===== src/rtl/hex_keypad_scanner_pkg.sv =====
// Shared types and helpers for the hex keypad scanner: FSM states, idle/reset
// constants, the column-drive pattern and the (column, row) to hex key map.
package keypad_pkg;

  typedef enum logic [1:0] {
    SCAN     = 2'd0,
    DEBOUNCE = 2'd1,
    HELD     = 2'd2
  } state_t;

  localparam logic [3:0] ROW_IDLE  = 4'hF;
  localparam logic [3:0] COL_RESET = 4'b1110;

  // Active-low one-cold drive for a column index.
  function automatic logic [3:0] col_drive(input logic [1:0] idx);
    logic [3:0] onehot;
    onehot = 4'b0001 << idx;
    return ~onehot;
  endfunction

  // Index of the lowest active-low row; an idle pattern maps to row 3.
  function automatic logic [1:0] low_row(input logic [3:0] row_s);
    logic [1:0] idx;
    if (!row_s[0]) begin
      idx = 2'd0;
    end else if (!row_s[1]) begin
      idx = 2'd1;
    end else if (!row_s[2]) begin
      idx = 2'd2;
    end else begin
      idx = 2'd3;
    end
    return idx;
  endfunction

  function automatic logic [3:0] key_map(input logic [1:0] col_idx, input logic [3:0] row_s);
    logic [3:0] code;
    case ({col_idx, low_row(row_s)})
      4'h0:    code = 4'h1;
      4'h1:    code = 4'h4;
      4'h2:    code = 4'h7;
      4'h3:    code = 4'h0;
      4'h4:    code = 4'h2;
      4'h5:    code = 4'h5;
      4'h6:    code = 4'h8;
      4'h7:    code = 4'hF;
      4'h8:    code = 4'h3;
      4'h9:    code = 4'h6;
      4'hA:    code = 4'h9;
      4'hB:    code = 4'hE;
      4'hC:    code = 4'hA;
      4'hD:    code = 4'hB;
      4'hE:    code = 4'hC;
      4'hF:    code = 4'hD;
      default: code = 4'h0;
    endcase
    return code;
  endfunction

endpackage


===== src/rtl/hex_keypad_scanner_sync2.sv =====
// Generic two-flop synchronizer for asynchronous level inputs.
module sync2 #(
  parameter int           W         = 4,
  parameter logic [W-1:0] RESET_VAL = {W{1'b0}}
) (
  input  logic         clk,
  input  logic         rst,
  input  logic [W-1:0] d,
  output logic [W-1:0] q
);

  logic [W-1:0] meta_r;
  logic [W-1:0] sync_r;

  // Two-stage capture; the first stage may go metastable.
  always_ff @(posedge clk) begin
    if (rst) begin
      meta_r <= RESET_VAL;
      sync_r <= RESET_VAL;
    end else begin
      meta_r <= d;
      sync_r <= meta_r;
    end
  end

  assign q = sync_r;

endmodule


===== src/rtl/hex_keypad_scanner.sv =====
// 4x4 hex keypad scanner: walks the columns, debounces one press per key and
// shifts accepted codes into a 16-bit entry register.
module hex_keypad_scanner
  import keypad_pkg::*;
#(
  parameter int SCAN_TICKS     = 100000,
  parameter int DEBOUNCE_SCANS = 4
) (
  input  logic        clk,
  input  logic        rst,
  output logic [3:0]  col,
  input  logic [3:0]  row,
  output logic        key_valid,
  output logic [3:0]  key_code,
  output logic [15:0] value
);

  localparam int TW = (SCAN_TICKS > 1) ? $clog2(SCAN_TICKS) : 1;
  localparam int DW = $clog2(DEBOUNCE_SCANS + 1);
  localparam logic [TW-1:0] TICK_LAST  = TW'(SCAN_TICKS - 1);
  localparam logic [DW-1:0] DEB_TARGET = DW'(DEBOUNCE_SCANS);
  localparam bit            DEB_ONE    = (DEBOUNCE_SCANS == 1);

  logic [3:0]    row_s;
  logic [TW-1:0] tick_r;
  logic [1:0]    col_idx_r;
  logic [DW-1:0] deb_r;
  logic [DW-1:0] rel_r;
  logic [3:0]    cand_r;
  logic [3:0]    pat_r;
  state_t        state_r;

  logic          sample_s;
  logic [1:0]    next_idx_s;
  logic [3:0]    code_s;

  sync2 #(
    .W         (4),
    .RESET_VAL (ROW_IDLE)
  ) u_row_sync (
    .clk (clk),
    .rst (rst),
    .d   (row),
    .q   (row_s)
  );

  assign sample_s   = (tick_r == TICK_LAST);
  assign next_idx_s = col_idx_r + 2'd1;
  assign code_s     = key_map(col_idx_r, row_s);

  // Scan timing, debounce/release FSM and registered keypad outputs.
  always_ff @(posedge clk) begin
    if (rst) begin
      tick_r    <= {TW{1'b0}};
      col_idx_r <= 2'd0;
      col       <= COL_RESET;
      deb_r     <= {DW{1'b0}};
      rel_r     <= {DW{1'b0}};
      cand_r    <= 4'h0;
      pat_r     <= ROW_IDLE;
      state_r   <= SCAN;
      key_valid <= 1'b0;
      key_code  <= 4'h0;
      value     <= 16'h0000;
    end else begin
      key_valid <= 1'b0;
      if (sample_s) begin
        tick_r <= {TW{1'b0}};
      end else begin
        tick_r <= tick_r + TW'(1);
      end

      if (sample_s) begin
        case (state_r)
          SCAN: begin
            if (row_s == ROW_IDLE) begin
              col_idx_r <= next_idx_s;
              col       <= col_drive(next_idx_s);
            end else if (DEB_ONE) begin
              cand_r    <= code_s;
              pat_r     <= row_s;
              key_valid <= 1'b1;
              key_code  <= code_s;
              value     <= {value[11:0], code_s};
              rel_r     <= {DW{1'b0}};
              state_r   <= HELD;
            end else begin
              cand_r  <= code_s;
              pat_r   <= row_s;
              deb_r   <= DW'(1);
              state_r <= DEBOUNCE;
            end
          end

          DEBOUNCE: begin
            if (row_s == pat_r) begin
              if ((deb_r + DW'(1)) == DEB_TARGET) begin
                key_valid <= 1'b1;
                key_code  <= cand_r;
                value     <= {value[11:0], cand_r};
                deb_r     <= {DW{1'b0}};
                rel_r     <= {DW{1'b0}};
                state_r   <= HELD;
              end else begin
                deb_r <= deb_r + DW'(1);
              end
            end else begin
              // Bounce or a different row: drop the candidate silently.
              deb_r     <= {DW{1'b0}};
              col_idx_r <= next_idx_s;
              col       <= col_drive(next_idx_s);
              state_r   <= SCAN;
            end
          end

          HELD: begin
            if (row_s == ROW_IDLE) begin
              if ((rel_r + DW'(1)) == DEB_TARGET) begin
                rel_r     <= {DW{1'b0}};
                col_idx_r <= next_idx_s;
                col       <= col_drive(next_idx_s);
                state_r   <= SCAN;
              end else begin
                rel_r <= rel_r + DW'(1);
              end
            end else begin
              rel_r <= {DW{1'b0}};
            end
          end

          default: begin
            deb_r   <= {DW{1'b0}};
            rel_r   <= {DW{1'b0}};
            state_r <= SCAN;
          end
        endcase
      end
    end
  end

endmodule


===== config.mk =====
export PLATFORM = sky130hd
export DESIGN_NAME = hex_keypad_scanner
export DESIGN_NICKNAME = d
export VERILOG_FILES = /design/src/rtl/hex_keypad_scanner_pkg.sv /design/src/rtl/hex_keypad_scanner_sync2.sv /design/src/rtl/hex_keypad_scanner.sv
export SDC_FILE = /design/constraint.sdc
export NUM_CORES = 1
export LEC_CHECK = 0
export BUFFER_PORTS_ARGS = -buffer_cell sky130_fd_sc_hd__buf_2
export CORE_MARGIN = 5
export CORE_UTILIZATION = 43
export DETAILED_ROUTE_END_ITERATION = 8
export PLACE_DENSITY = 0.6
export SLEW_MARGIN = 20
export SYNTH_ARGS = -nofsm -noshare
export SYNTH_HDL_FRONTEND = slang
export SYNTH_HIERARCHICAL = 1
export SYNTH_SLANG_ARGS = --single-unit

===== constraint.sdc =====
create_clock -name clk -period 2.85 [get_ports clk]
set_clock_uncertainty 0.05 [all_clocks]
set_input_delay 0.285 -clock clk [delete_from_list [all_inputs] [get_ports clk]]
set_output_delay 0.285 -clock clk [all_outputs]
set_load 0.02 [all_outputs]

**Word-level counts from Yosys, hierarchy flattened**

Memories as Yosys holds them, arrays and structs flattened. A register that Yosys moved wholly into a read port is not among the register bits.
Index checks and enable logic that the tools add are counted.

- Add/sub/neg operators: 4
- Multiply operators: 0
- Div/mod/pow operators: 0
- $lt $le $gt $ge: 0
- Eq/ne operators: 15
- Shift-type cells: 1
- Multiplexer cells: 29
- Bitwise gates (word level): 7
- Reductions and logical operators: 10

Operators by type and width:

| kind | number |
|---|---|
| $mux 2 | 11 |
| $mux 3 | 7 |
| $pmux 3 s3 | 2 |
| $add 17x1->17 const B | 1 |
| $eq 17x17->1 const B | 1 |
| $mux 4 | 4 |
| $ne 2x2->1 const B | 7 |
| $pmux 2 s3 | 2 |
| $pmux 4 s3 | 1 |
| $reduce_and 4->1 | 2 |
| $add 3x1->3 const B | 2 |
| $eq 3x3->1 const B | 2 |
| $not 1->1 | 6 |
| $reduce_and 3->1 | 2 |
| $reduce_and 6->1 | 1 |
| $reduce_and 5->1 | 1 |
| $eq 4x4->1 | 1 |
| $eq 4x4->1 const B | 1 |
| $not 4->4 | 1 |
| $reduce_or 4->1 | 1 |
| $shl 1x2->4 const A | 1 |
| $ne 3x3->1 const B | 1 |
| $reduce_bool 3->1 | 1 |
| $add 2x1->2 const B | 1 |
| other kinds (5) | 6 |

- Register bits: 64
- Latch bits: 0
- RAM bits: 0
- Bits in read-only memories: 64
- Input bits: 6
- Output and inout port bits: 25
- Word-level logic and storage cells: 79
- Memories: 1

Memories:

| name | depth | bits a word | rd ports | clocked after memory_dff | write ports | line | text |
|---|---|---|---|---|---|---|---|
| (name not given) | 16 | 4 | 1 | 1 | 0 | hex_keypad_scanner_pkg.sv:38 | `case ({col_idx, low_row(row_s)})` |

**Longest topological paths before layout**

- Depth in word-level cells: 6
- Gate-level depth with buffers: 8
- Gate-level depth less buffers: 7

**Modules after synthesis**

The synthesis kept the hierarchy.

By module, submodules not included:

| module | instances | cells an instance | area an instance (sq um) | seq. area each (sq um) |
|---|---|---|---|---|
| hex_keypad_scanner | 1 | 293 | 2682.6 | 1121.1 |
| sync2 | 1 | 16 | 210.2 | 160.2 |

**Worst setup path after synthesis**

Ideal clock, no wire load.

- Path type: flip-flop to flip-flop
- Start: register tick_r[0]
- End: register col[0]
- Library setup time: 121 ps
- Arrival: 1799 ps
- Data required time: 2679 ps
- Path slack: 880 ps
- Cell stages (with the launch flop): 6
- Buffers on the path: 0
- Clock period less this slack: 1970 ps
- Path through: dfxtp_1 ha_1 nand4_1 nand4b_4 nor4_4 mux2_2

- Cells in the longest elaborated chain, start to end: 2

RTL lines:

| element | line | text |
|---|---|---|
| from (decl) | hex_keypad_scanner.sv:25 | `logic [TW-1:0] tick_r;` |
| from (signal assigned) | hex_keypad_scanner.sv:54 | `tick_r <= {TW{1'b0}};` |
| from (signal assigned) | hex_keypad_scanner.sv:68 | `tick_r <= {TW{1'b0}};` |
| from (signal assigned) | hex_keypad_scanner.sv:70 | `tick_r <= tick_r + TW'(1);` |
| $eq 17x17->1 | hex_keypad_scanner.sv:47 | `assign sample_s = (tick_r == TICK_LAST);` |
| $reduce_and 6->1 (no source line) | -- |  |
| to (signal assigned) | hex_keypad_scanner.sv:78 | `col <= col_drive(next_idx_s);` |
| to (signal assigned) | hex_keypad_scanner.sv:111 | `col <= col_drive(next_idx_s);` |
| to (signal assigned) | hex_keypad_scanner.sv:121 | `col <= col_drive(next_idx_s);` |
| to (decl) | hex_keypad_scanner.sv:11 | `output logic [3:0] col,` |

No other way between the ends.
A chain may end at the register's enable or synchronous reset.

**Worst setup path in the final report**

- Start: register tick_r[0]
- End: register col_idx_r[0]

- Cells in the longest elaborated chain, start to end: 2

RTL lines:

| element | line | text |
|---|---|---|
| $eq 17x17->1 | hex_keypad_scanner.sv:47 |  |
| $reduce_and 6->1 (no source line) | -- |  |
| to (signal assigned) | hex_keypad_scanner.sv:77 | `col_idx_r <= next_idx_s;` |
| to (signal assigned) | hex_keypad_scanner.sv:110 | `col_idx_r <= next_idx_s;` |
| to (signal assigned) | hex_keypad_scanner.sv:120 | `col_idx_r <= next_idx_s;` |
| to (decl) | hex_keypad_scanner.sv:26 | `logic [1:0] col_idx_r;` |

No other way between the ends.

==> impl_metrics.ini <==
[run_status]
status = completed

[setup_path]
cp.arrival_ns = 2.39
rrSetupSlack_ns = 0.64
critPathKind = reg2reg
required_ns = 3.03
worstReg2RegStart = tick_r[0]$_SDFF_PP0_
end_kind = flop
worstSetupStartpointType = flop
crit_start = tick_r[0]$_SDFF_PP0_
cp_max_fo = 19
r2r_end = col_idx_r[0]$_SDFFE_PP0P_
crit_path_end = col_idx_r[0]$_SDFFE_PP0P_
ff2ff_path_depth = 6

[sta]
hold_slack_ns = 0.0729
period_share_pct = 77.5
finalMaxSlewViolations = 0
worst_pin_slew_ns = 0.652
rsz0062_at_grt = no
fin_crit_ns = 2.21
fmax_mhz = 453
slew_headroom_pct = 56.1
setup_viol = 0
setup-tns-final_ns = 0
hold_viol_final = 0

[placed_design]
dp.cells = 404
gp_congestion = 0.766
io_buffers = 30
dp_hpwl_mm = 3.59

[clocking]
cts_max_path_buffers = 2
ctsResizeCount = 0
root_buffer = clkbuf_8
clk-insertion-delay-late_ns = 0.34
clock-sinks = 64
cts_htree_levels = 3
clk_pin_slew_worst_paths_ns = 0.06
numCtsBuffers = 9
cts_tree = done
post-cts-setup-buffer-count = 0
postCtsHoldBufs = 0

[cells_and_area]
drive_gt1_share_pct = 17.5
area_delta_synth_final_pct = 13.3
stdcell_count = 420
nets = 356
layout_commonest_cell = dfxtp_1
antenna_cells = 0
final_cell_mix = dfxtp_1 (64), nor2_1 (54), buf_2 (30)

[power]
p_comb_share_pct = 3.2
switching_share_pct = 20.8
clock_power_share_pct = 44.3
pwr-share-seq_pct = 52.6
p_int_uw = 1370
power_density_mw_per_mm2 = 528
netSwitchingPower_uw = 359
p_leak_uw = 0.00131
power_uw = 1730
irDropWorstVdd_uv = 323

[drt]
avgRoutedWirePerCell_um = 12.5
dr_total_vias = 2099
drtIter0Drc = 81
wl_mm = 5.24
route.detailed.drc = 0
ant_nets = 0
avgViaCountPerCell = 5.00
drt-pass1-iter-count = 4

[logic_synthesis]
synth_seq_cells = 64
synth.avg_cell_area_um2 = 9.36
synthCells = 309
yosysWarnings = 6
syn_nets = 327
synth-edff-count = 0
synth_cell_types = 43
async_flop_share_pct = 0
seq_area_frac_synth_pct = 44.3
syn_area_mm2 = 0.00289
ys.flop_type = dfxtp_1

[global_route]
grt_pass1_vias = 2037
antenna_found_initial = 0
grt_max_degree = 47
grt_pass1_wl_mm = 9.34
grt_util_all_layers_pct = 13.6
grt_overflow = 0

[die]
die_x_um = 92.0
core_mm2 = 0.00646
dieArea_mm2 = 0.00847
ios = 31
fp-row-count = 29
start_util_pct = 44.8
die_h_um = 92.0

[worst_hold_path]
hold_class = in2reg

[run]
maxCapViolCount = 0
-- final cells by class --
cell class	instances	area [um^2]
fillers	621	3180
repair buffers	33	173
flip-flops and latches	64	1280
well taps	77	96.3
multi-input cells	220	1490
clock inverters	3	40.0
inverters	10	37.5
clock buffers	13	159
-- metrics by stage --
step           cell area, um^2  utilization (%)  setup slack, ns
4_1_cts                   3280             50.7            0.610
3_3_place_gp              3080             47.7            0.698
2_1_floorplan             2890                -            0.880
3_5_place_dp              3080             47.7            0.624
6_report                  3280             50.7            0.641
5_1_grt                   3280             50.7            0.426
-- worst min path at each step --
stage / startpoint / to / slack, ns / depth (start not counted)
2_1_floorplan: row[0] / u_row_sync/meta_r[0]$_SDFF_PP1_ / 0.33 / 1
3_3_place_gp: u_row_sync/meta_r[0]$_SDFF_PP1_ / u_row_sync/q[0]$_SDFF_PP1_ / 0.34 / 1
3_5_place_dp: u_row_sync/meta_r[3]$_SDFF_PP1_ / u_row_sync/q[3]$_SDFF_PP1_ / 0.34 / 1
4_1_cts: row[0] / u_row_sync/meta_r[0]$_SDFF_PP1_ / 0.05 / 2
5_1_grt: row[3] / u_row_sync/meta_r[3]$_SDFF_PP1_ / 0.06 / 2
6_report: row[0] / u_row_sync/meta_r[0]$_SDFF_PP1_ / 0.07 / 2
-- critical path, cell delays in order, from the launching register on --
cell      delay [ns]
dfxtp_1         0.37
ha_1            0.21
nand4_1         0.17
nand4b_4        0.39
nor4_4          0.37
buf_4           0.21
mux2_2          0.33
-- per-layer routing --
metal / part of all wire, % / wire (um) / vias up / GRT usage (%)
met5: 0 / 0 / - / 0
met3: 4.6 / 239 / 11 / 5.24
li1: - / - / 1105 / -
met1: 48 / 2520 / 959 / 16.5
met2: 46 / 2390 / 24 / 21.7
met4: 1.8 / 92 / 0 / 5.57
-- registers in the layout, indices dropped and copies added, names as in the netlist, 4 cells and up --
register           count
cand_r                 4
col                    4
pat_r                  4
tick_r                17
u_row_sync/meta_r      4
u_row_sync/q           4
value                 13
-- cell families after synthesis --
family	after synthesis	share of synthesized area (%)
and+or+nand+nor	137	25.2
DFF	64	44.3
AOI/OAI and AO/OA	28	6.36
buffers and inverters	25	4.41
muxes	23	8.48
xor gates and xnor gates	19	5.75
adders and majority gates	13	5.54
-- power by group through the flow --
stage	clock (uW)	combinational [uW]	sequential [uW]
after floorplan	0	41.2	928
after global placement	0	55.4	929
after detailed placement	0	55.4	930
after CTS	795	56.1	909
after global routing	839	62.9	910
final	766	54.7	910
-- cell usage after synthesis, types with 2 or more instances --
cell,count,area [um^2]
a211oi_1,4,30.0
a21oi_1,7,35.0
a31oi_1,2,12.5
and2_1,2,12.5
and3_1,5,31.3
and4bb_2,2,25.0
buf_4,5,37.5
buf_6,2,22.5
clkbuf_1,8,30.0
dfxtp_1,64,1280
ha_1,12,150
inv_1,9,33.8
mux2_2,2,22.5
mux2i_1,20,200
nand2_1,22,82.6
nand3_1,16,80.1
nand4_1,2,12.5
nor2_1,54,203
nor2b_1,8,50.1
nor3_1,5,25.0
nor4_1,3,18.8
nor4_4,2,42.5
o211ai_1,3,22.5
o21a_1,2,15.0
o21ai_0,6,30.0
or2_1,8,50.1
xnor2_1,13,114
xor2_1,6,52.6
Note: power is estimated with default switching activity, not from simulation.
